File: src/rtl/spi_slave_rx_pkg.sv
// Shared types and constants for the SPI slave receiver.
// Holds the FSM state encoding and the default DAC word length.
package spi_slave_rx_pkg;

    typedef enum logic [1:0] {
        IDLE  = 2'd0,
        SHIFT = 2'd1,
        OVER  = 2'd2
    } rx_state_t;

    // Word length shared with the spi_master instances on the control board.
    localparam int DAC_W_LENGTH = 10;

endpackage

File: src/rtl/spi_slave_rx_sync_edge_det.sv
// Multi-flop synchroniser with one extra flop for edge detection.
// Ports: clk, rst (async high), d in; q synced level, q_prev, rise/fall pulses.
module sync_edge_det #(
    parameter int   SYNC_STAGES = 2,
    parameter logic RESET_VAL   = 1'b0
) (
    input  logic clk,
    input  logic rst,
    input  logic d,
    output logic q,
    output logic q_prev,
    output logic rise,
    output logic fall
);

    logic [SYNC_STAGES-1:0] sff;

    always_ff @(posedge clk or posedge rst) begin
        if (rst) begin
            sff    <= {SYNC_STAGES{RESET_VAL}};
            q_prev <= RESET_VAL;
        end else begin
            sff    <= {sff[SYNC_STAGES-2:0], d};
            q_prev <= sff[SYNC_STAGES-1];
        end
    end

    assign q    = sff[SYNC_STAGES-1];
    assign rise = q & ~q_prev;
    assign fall = ~q & q_prev;

endmodule

File: src/rtl/spi_slave_rx.sv
// DAC-style SPI receiver: oversamples sclk/sdi/load on clk, deserialises
// one word per load pulse and flags short, long or timed-out frames.
// Ports: clk, rst (async high), sclk_in, sdi_in, load_in (async pins);
// word_out, valid_out, frame_err_out (pulses), frame_cnt_out (good frames).
module spi_slave_rx
    import spi_slave_rx_pkg::*;
#(
    parameter int W_LENGTH    = DAC_W_LENGTH,
    parameter bit INV_CLK     = 1'b1,
    parameter bit INV_DATA    = 1'b1,
    parameter int SYNC_STAGES = 2,
    parameter int TIMEOUT     = 4095
) (
    input  logic                clk,
    input  logic                rst,
    input  logic                sclk_in,
    input  logic                sdi_in,
    input  logic                load_in,
    output logic [W_LENGTH-1:0] word_out,
    output logic                valid_out,
    output logic                frame_err_out,
    output logic [15:0]         frame_cnt_out
);

    localparam int CW = $clog2(W_LENGTH + 2);
    localparam int TW = (TIMEOUT > 0) ? $clog2(TIMEOUT + 1) : 1;
    localparam logic [CW-1:0] W_C  = CW'(W_LENGTH);
    localparam logic [CW-1:0] WP1  = CW'(W_LENGTH + 1);
    localparam logic [TW-1:0] TO_C = TW'(TIMEOUT);

    logic sclk_q, sclk_prev, sclk_rise, sclk_fall;
    logic load_q, load_prev, load_rise, load_fall;
    logic sdi_q, sdi_prev, sdi_rise, sdi_fall;

    sync_edge_det #(
        .SYNC_STAGES(SYNC_STAGES),
        .RESET_VAL  (INV_CLK)
    ) u_sclk (
        .clk   (clk),
        .rst   (rst),
        .d     (sclk_in),
        .q     (sclk_q),
        .q_prev(sclk_prev),
        .rise  (sclk_rise),
        .fall  (sclk_fall)
    );

    sync_edge_det #(
        .SYNC_STAGES(SYNC_STAGES),
        .RESET_VAL  (1'b0)
    ) u_load (
        .clk   (clk),
        .rst   (rst),
        .d     (load_in),
        .q     (load_q),
        .q_prev(load_prev),
        .rise  (load_rise),
        .fall  (load_fall)
    );

    sync_edge_det #(
        .SYNC_STAGES(SYNC_STAGES),
        .RESET_VAL  (1'b0)
    ) u_sdi (
        .clk   (clk),
        .rst   (rst),
        .d     (sdi_in),
        .q     (sdi_q),
        .q_prev(sdi_prev),
        .rise  (sdi_rise),
        .fall  (sdi_fall)
    );

    logic unused_edges;
    assign unused_edges = ^{sclk_q, sclk_prev, load_prev, load_fall,
                            sdi_prev, sdi_rise, sdi_fall};

    rx_state_t               state, state_nxt;
    logic [CW-1:0]           bit_cnt, cnt_nxt;
    logic [W_LENGTH-1:0]     shreg, sh_nxt;
    logic [W_LENGTH:0]       sh_ext;
    logic [TW-1:0]           idle_cnt;
    logic                    sample_edge, smp, timeout_hit;
    logic                    frame_ok, frame_bad;

    assign sample_edge = INV_CLK ? sclk_fall : sclk_rise;
    // While load is high only the load-edge cycle itself may still shift.
    assign smp = sample_edge & ~(load_q & ~load_rise);

    // Shift and count first, so a coincident load sees the final bit.
    always_comb begin
        cnt_nxt = bit_cnt;
        sh_nxt  = shreg;
        sh_ext  = {shreg, sdi_q ^ INV_DATA};
        if (smp) begin
            sh_nxt = sh_ext[W_LENGTH-1:0];
            if (bit_cnt != WP1)
                cnt_nxt = bit_cnt + CW'(1);
        end
    end

    assign timeout_hit = (TIMEOUT != 0) && (state != IDLE)
                         && !smp && (idle_cnt == TO_C);

    always_ff @(posedge clk or posedge rst) begin
        if (rst)
            state <= IDLE;
        else
            state <= state_nxt;
    end

    always_comb begin
        state_nxt = state;
        if (load_rise || timeout_hit) begin
            state_nxt = IDLE;
        end else begin
            unique case (1'b1)
                (cnt_nxt == '0): state_nxt = IDLE;
                (cnt_nxt == WP1): state_nxt = OVER;
                default: state_nxt = SHIFT;
            endcase
        end
    end

    always_comb begin
        frame_ok  = 1'b0;
        frame_bad = 1'b0;
        if (load_rise) begin
            if (cnt_nxt == W_C)
                frame_ok = 1'b1;
            else if (cnt_nxt != '0)
                frame_bad = 1'b1;
        end else if (timeout_hit) begin
            frame_bad = 1'b1;
        end
    end

    always_ff @(posedge clk or posedge rst) begin
        if (rst) begin
            bit_cnt  <= '0;
            shreg    <= '0;
            idle_cnt <= '0;
        end else begin
            shreg <= sh_nxt;
            if (load_rise || timeout_hit)
                bit_cnt <= '0;
            else
                bit_cnt <= cnt_nxt;
            if (TIMEOUT == 0 || smp || state_nxt == IDLE)
                idle_cnt <= '0;
            else
                idle_cnt <= idle_cnt + TW'(1);
        end
    end

    always_ff @(posedge clk or posedge rst) begin
        if (rst) begin
            word_out      <= '0;
            valid_out     <= 1'b0;
            frame_err_out <= 1'b0;
            frame_cnt_out <= '0;
        end else begin
            valid_out     <= frame_ok;
            frame_err_out <= frame_bad;
            if (frame_ok) begin
                word_out      <= sh_nxt;
                frame_cnt_out <= frame_cnt_out + 16'd1;
            end
        end
    end

endmodule

File: config.mk
export PLATFORM = sky130hd
export DESIGN_NAME = spi_slave_rx
export DESIGN_NICKNAME = d
export VERILOG_FILES = /design/src/rtl/spi_slave_rx_pkg.sv /design/src/rtl/spi_slave_rx_sync_edge_det.sv /design/src/rtl/spi_slave_rx.sv
export SDC_FILE = /design/constraint.sdc
export NUM_CORES = 1
export LEC_CHECK = 0
export ABC_AREA = 1
export BUFFER_PORTS_ARGS = -buffer_cell sky130_fd_sc_hd__buf_2
export CAP_MARGIN = 5
export CORE_MARGIN = 2
export CORE_UTILIZATION = 35
export DETAILED_ROUTE_END_ITERATION = 8
export PLACE_DENSITY_LB_ADDON = 0.12
export SLEW_MARGIN = 5
export SYNTH_ARGS = -nofsm -noshare
export SYNTH_HDL_FRONTEND = slang
export SYNTH_SLANG_ARGS = --single-unit
File: constraint.sdc
create_clock -name clk -period 3.7 [get_ports clk]
set_input_delay 0.925 -clock clk [delete_from_list [all_inputs] [get_ports clk]]
set_output_delay 0.925 -clock clk [all_outputs]
set_load 0.02 [all_outputs]
* Word level (Yosys, flattened, before mapping)
Index checks and enable logic that the tools add are counted.
** Storage, ports and cells
- Bits in registers :: 64
- Output and inout bits :: 28
- Logic and storage cells :: 51
** Cells by class
- Add/subtract/negate cells :: 3
- Eq/ne operators :: 4
- Multiplexer cells :: 13
- Bitwise operators :: 9
- Reduce and logical (&&, ||, !) cells :: 9
** Operator list (count)
- adder 16 x 1 -> 16 bit (second input constant) :: 1
- adder 12 x 1 -> 12 bit (second input constant) :: 1
- == test 12 bit (second input constant) :: 1
- two-way mux 12 bit :: 1
- two-way mux 4 bit :: 3
- two-way mux 10 bit :: 1
- == test 4 bit (second input constant) :: 2
- two-way mux 1 bit :: 6
- NOT 1 bit :: 5
- adder 4 x 1 -> 4 bit (second input constant) :: 1
- bitwise AND 1 bit :: 4
- logical NOT 4 bit :: 1
- != test 4 bit (second input constant) :: 1
- case mux 2 bit (2 select lines) :: 1
- nonzero test 4 bit :: 1
- logical AND 1 bit :: 2
- logical NOT 2 bit :: 1
- logical OR 1 bit :: 2
- two-way mux 2 bit :: 1
- nonzero test 2 bit :: 1
- logical NOT 1 bit :: 1

* Longest topological paths before layout
- Depth in word-level cells :: 14
- Depth in mapped cells :: 12
- Mapped depth without buffers :: 11

* Modules after synthesis
From an unflattened synthesis, not the netlist that was laid out.
** Unflattened totals
- Cell total of the unflattened synthesis :: 363
- Area total of the unflattened synthesis :: 3066.7 sq um
** Modules (own cells, without submodules)
- spi_slave_rx :: times used 1, cells an instance 339, area each 2781.4 sq um, sequential area each 1401.3 sq um
- sync_edge_det (u_load ...) :: times used 2, cells an instance 8, area each 93.8 sq um, sequential area each 75.1 sq um
- sync_edge_det (u_sclk) :: times used 1, cells an instance 8, area each 97.6 sq um, sequential area each 78.8 sq um

* Worst setup path after synthesis
OpenSTA, ideal clock, no wires.
- Kind :: flip-flop to flip-flop
- Start :: reg bit_cnt[0]
- End :: reg frame_cnt_out[2]
- Setup time :: 118 ps
- Arrival :: 1542 ps
- Setup slack :: 2040 ps
- Stages on the path, launching flop included :: 11
- Cells stage by stage :: dfrtp_1 -> ha_1 -> nand3_1 -> nand3_1 -> nand2_1 -> nand2_2 -> nor2_4 -> nand2_4 -> buf_6 -> nand2_1 -> nand2_1
** Between the ends
- Cells in the longest elaborated chain, start to end :: 6
- Elaborated cells between the ends (all ways) :: 7
- Classes of those cells :: add/sub: 1; eq/ne: 2; mux: 4
** Ends and longest elaborated chain
- start: declaration :: RTL line spi_slave_rx.sv:79 : logic [CW-1:0] bit_cnt, cnt_nxt;
- start signal: assignment :: RTL line spi_slave_rx.sv:148 : bit_cnt <= cnt_nxt;
- adder 4 x 1 -> 4 bit / != test 4 bit (equally long branches) :: RTL line spi_slave_rx.sv:98, spi_slave_rx.sv:97
- two-way mux 4 bit :: RTL line spi_slave_rx.sv:97 : if (bit_cnt != WP1)
- two-way mux 4 bit * :: RTL line spi_slave_rx.sv:95 : if (smp) begin
- == test 4 bit * :: RTL line spi_slave_rx.sv:129 : if (cnt_nxt == W_C)
- two-way mux 1 bit * :: RTL line spi_slave_rx.sv:129
- two-way mux 1 bit * :: RTL line spi_slave_rx.sv:128 : if (load_rise) begin
- end signal: assignment :: RTL line spi_slave_rx.sv:167 : frame_cnt_out <= frame_cnt_out + 16'd1;
- end: declaration :: RTL line spi_slave_rx.sv:22 : output logic [15:0] frame_cnt_out
Every way passes the cells marked *; elsewhere a longest branch is shown, timed or not.
A chain may end at the register's enable or synchronous reset.

* Worst setup path after layout
- Start :: reg u_sclk.q_prev
- End :: reg word_out[5]
** Between the ends
- Cells in the longest elaborated chain, start to end :: 6
- Elaborated cells between the ends (all ways) :: 7
- Classes of those cells :: eq/ne: 1; mux: 4; bitwise: 2
** Ends and longest elaborated chain
- start: declaration :: RTL line spi_slave_rx_sync_edge_det.sv:11 : output logic q_prev,
- start signal: assignment :: RTL line spi_slave_rx_sync_edge_det.sv:24 : q_prev <= sff[SYNC_STAGES-1];
- bitwise AND 1 bit * :: RTL line spi_slave_rx_sync_edge_det.sv:30 : assign fall = ~q & q_prev;
- bitwise AND 1 bit * :: RTL line spi_slave_rx.sv:88 : assign smp = sample_edge & ~(load_q & ~load_rise);
- two-way mux 4 bit :: RTL line spi_slave_rx.sv:95
- == test 4 bit :: RTL line spi_slave_rx.sv:129
- two-way mux 1 bit :: RTL line spi_slave_rx.sv:129
- two-way mux 1 bit :: RTL line spi_slave_rx.sv:128
- end signal: assignment :: RTL line spi_slave_rx.sv:166 : word_out <= sh_nxt;
- end: declaration :: RTL line spi_slave_rx.sv:19 : output logic [W_LENGTH-1:0] word_out,
Marks and branches as above.

==> impl_metrics.toml <==
[critical_path]
critPathKind = "register to register"
crit_buf_inv = 0
worst_r2r_path_depth = 9
cp.required_ns = 3.93
worst_setup_path_end_kind = "register"
critPathMaxStageDelay_ns = 0.56
path_cells = "nand2_1, nor2_2, nand3_1, nand2_1, nand2_2, nor2_8, nand2_4, nand2_1, nand2_1"
start_kind = "register"
cp_slowest_cell = "dfstp_2"
critical_path_depth = 9
cp_common_cell = "nand2_1"
cp_top_family = "simple AND/OR/NAND/NOR gates"
cp_max_fo = 27
worstPathArrival_ns = 2.56

[timing]
worstMarginPinSlew_ns = 0.789
holdWs_ns = 0.352
rsz0062_at_grt = "false"
setup-tns-final_ns = 0
fmax_ghz = 0.429
hold_violations = 0
maxSlewViolCount = 0
period_share = 0.631
finClkSkew_ns = 0.00860
min_period_ns = 2.33
maxSlewHeadroom = 0.474
setup_viol = 0

[worst_hold_path]
min_path_cells = 0
min_path_type = "register to register"

[detailed_routing]
ant_nets = 0
detail_route.iter0.violations = 102
dr.pass1.iters = 4
vias = 2291
drc = 0
via_per_inst = 4.62
wirelength_microns = 5790
routedWlPerCell_microns = 11.7

[flow_run]
max_cap_violations = 0

[synth]
yosysTopAreaCellShare = 0.512
syn_inst = 351
synthTopCellsByCount = "nand2_1, dfrtp_1, nand3_1"
ys_ff_latch = 64
synthFlopType = "dfrtp_1"
yosys.area.top_type = "dfrtp_1"
syn_area_sq_um = 2980
synthDistinctLibCells = 29
synth_edf_count = 0
async_flop_share = 1.00
synth_area_leaders = "dfrtp_1, nand2_1, nand3_1, nor2_1, xor2_1"
synth_most_common_cell = "nand2_1"
seq_area_frac_synth = 0.538
yosys_warnings = 0
syn_avg_cell_area_sq_um = 8.50
postSynthNetCount = 359

[global_routing]
antenna_found_initial = 0
grt_util_all_layers = 0.140
grt_pass1_wl_microns = 9980
grt_pass1_vias = 2240
grt_overflow = 0
grt_max_degree = 65

[pwr]
p_leak_uw = 0.00181
ir_drop_mv = 0.233
cellPowerDensity_nw_per_um2 = 434

[clock_tree]
holdBufCountCts = 0
cts_tree = "yes"
numCtsBuffers = 9
clock_latency_ns = 0.34
cts_buffer_depth = 2
cts_setup_buffers = 0
clk_pin_slew_ns = 0.07
cts.repair.resized = 0
cts_root_buf = "clkbuf_8"
clock_sinks = 64
htree_levels = 3

[floorplan]
core_sq_um = 8260
ioPinCount = 33
dieArea_sq_um = 9280
row_count = 33
dieHeight_microns = 96.3
die_w_microns = 96.3
start_util = 0.361

[layout]
multi_input_area_sq_um = 1230
antenna_cells = 0
final_util = 0.415
nNetsFinal = 394
layout-area-overhead-vs-synth_pct = 14.9
n_fill_cell = 863
seq_area_sq_um = 1610
drive_above_1_share = 0.166

[placement]
place.gp.congestion = 0.825
dpl.hpwl_microns = 3870
port_buffers = 32

[status]
outcome = "finished, final reports clean"
## sequential cells by signal, summed over array words and instances, names as in the netlist, 2 cells and up
signal,count
state,2
u_sdi.sff,2
idle_cnt,12
frame_cnt_out,16
u_load.sff,2
word_out,10
u_sclk.sff,2
bit_cnt,4
shreg,10
## metrics by stage
stage | worst slack (ns) | power (uW) | area [sq um] | cells
after floorplan | 1.18 | 866 | 2980 | 351
after global placement | 1.36 | 893 | 3220 | 480
after detailed placement | 1.33 | 895 | 3220 | 480
after CTS | 1.32 | 1520 | 3430 | 496
after global routing | 1.08 | 1560 | 3430 | 496
final | 1.37 | 1490 | 3430 | 496
## cell usage in the layout, fill, tap and decap left out, types with 2 or more instances in the layout
| cell | n |
|---|---|
| clkinv_4 | 3 |
| o21ai_0 | 5 |
| xnor2_1 | 8 |
| nand3b_1 | 2 |
| dfrtp_1 | 61 |
| dfstp_2 | 3 |
| buf_2 | 32 |
| inv_1 | 20 |
| ha_1 | 3 |
| xor2_1 | 13 |
| nor3_1 | 5 |
| nand4_1 | 3 |
| nand2_1 | 116 |
| inv_2 | 4 |
| nand3_1 | 45 |
| clkbuf_8 | 10 |
| nand2_2 | 3 |
| nor2_1 | 40 |
| a21oi_1 | 2 |
## power by group
| group | internal [uW] | switching (uW) | leakage, uW |
|---|---|---|---|
| registers | 741 | 20.5 | 0.000860 |
| clock network | 331 | 280 | 0.000102 |
| logic | 33.2 | 84.1 | 0.000847 |
## cells by family after synthesis
group | count (synthesis) | synth area share
and+or+nand+nor | 221 | 0.322
DFF | 64 | 0.538
buffers and inverters | 33 | 0.0507
xor gates and xnor gates | 21 | 0.0616
AOI/OAI and AO/OA | 9 | 0.0155
adders and majority gates | 3 | 0.0126
## final timing paths
| check | to | from | slack [ns] |
|---|---|---|---|
| worst max-delay path | word_out[5] | u_sclk.q_prev | 1.37 |
| worst min-delay path | u_sdi.sff[1] | u_sdi.sff[0] | 0.35 |
| worst max register to register | word_out[5] | u_sclk.q_prev | 1.37 |
| worst min register to register | u_sdi.sff[1] | u_sdi.sff[0] | 0.35 |
| max in group asynchronous | shreg[3] | rst | 2.37 |
| min in group asynchronous | idle_cnt[10] | rst | 0.81 |
## area by class of cell
type / instances / area share
Tap cell: 105 / 0.0383
Sequential cell: 64 / 0.468
Timing Repair Buffer: 33 / 0.0489
Clock inverter: 6 / 0.0201
Clock buffer: 10 / 0.0401
Multi-Input combinational cell: 254 / 0.358
Inverter: 24 / 0.0263
## metal layers
metal / global-route usage / wire (microns)
met5: 0 / 0
met4: 0.0669 / 112
met3: 0.0282 / 219
met2: 0.214 / 2540
met1: 0.191 / 2920
Note: power is estimated with default switching activity, not from simulation.
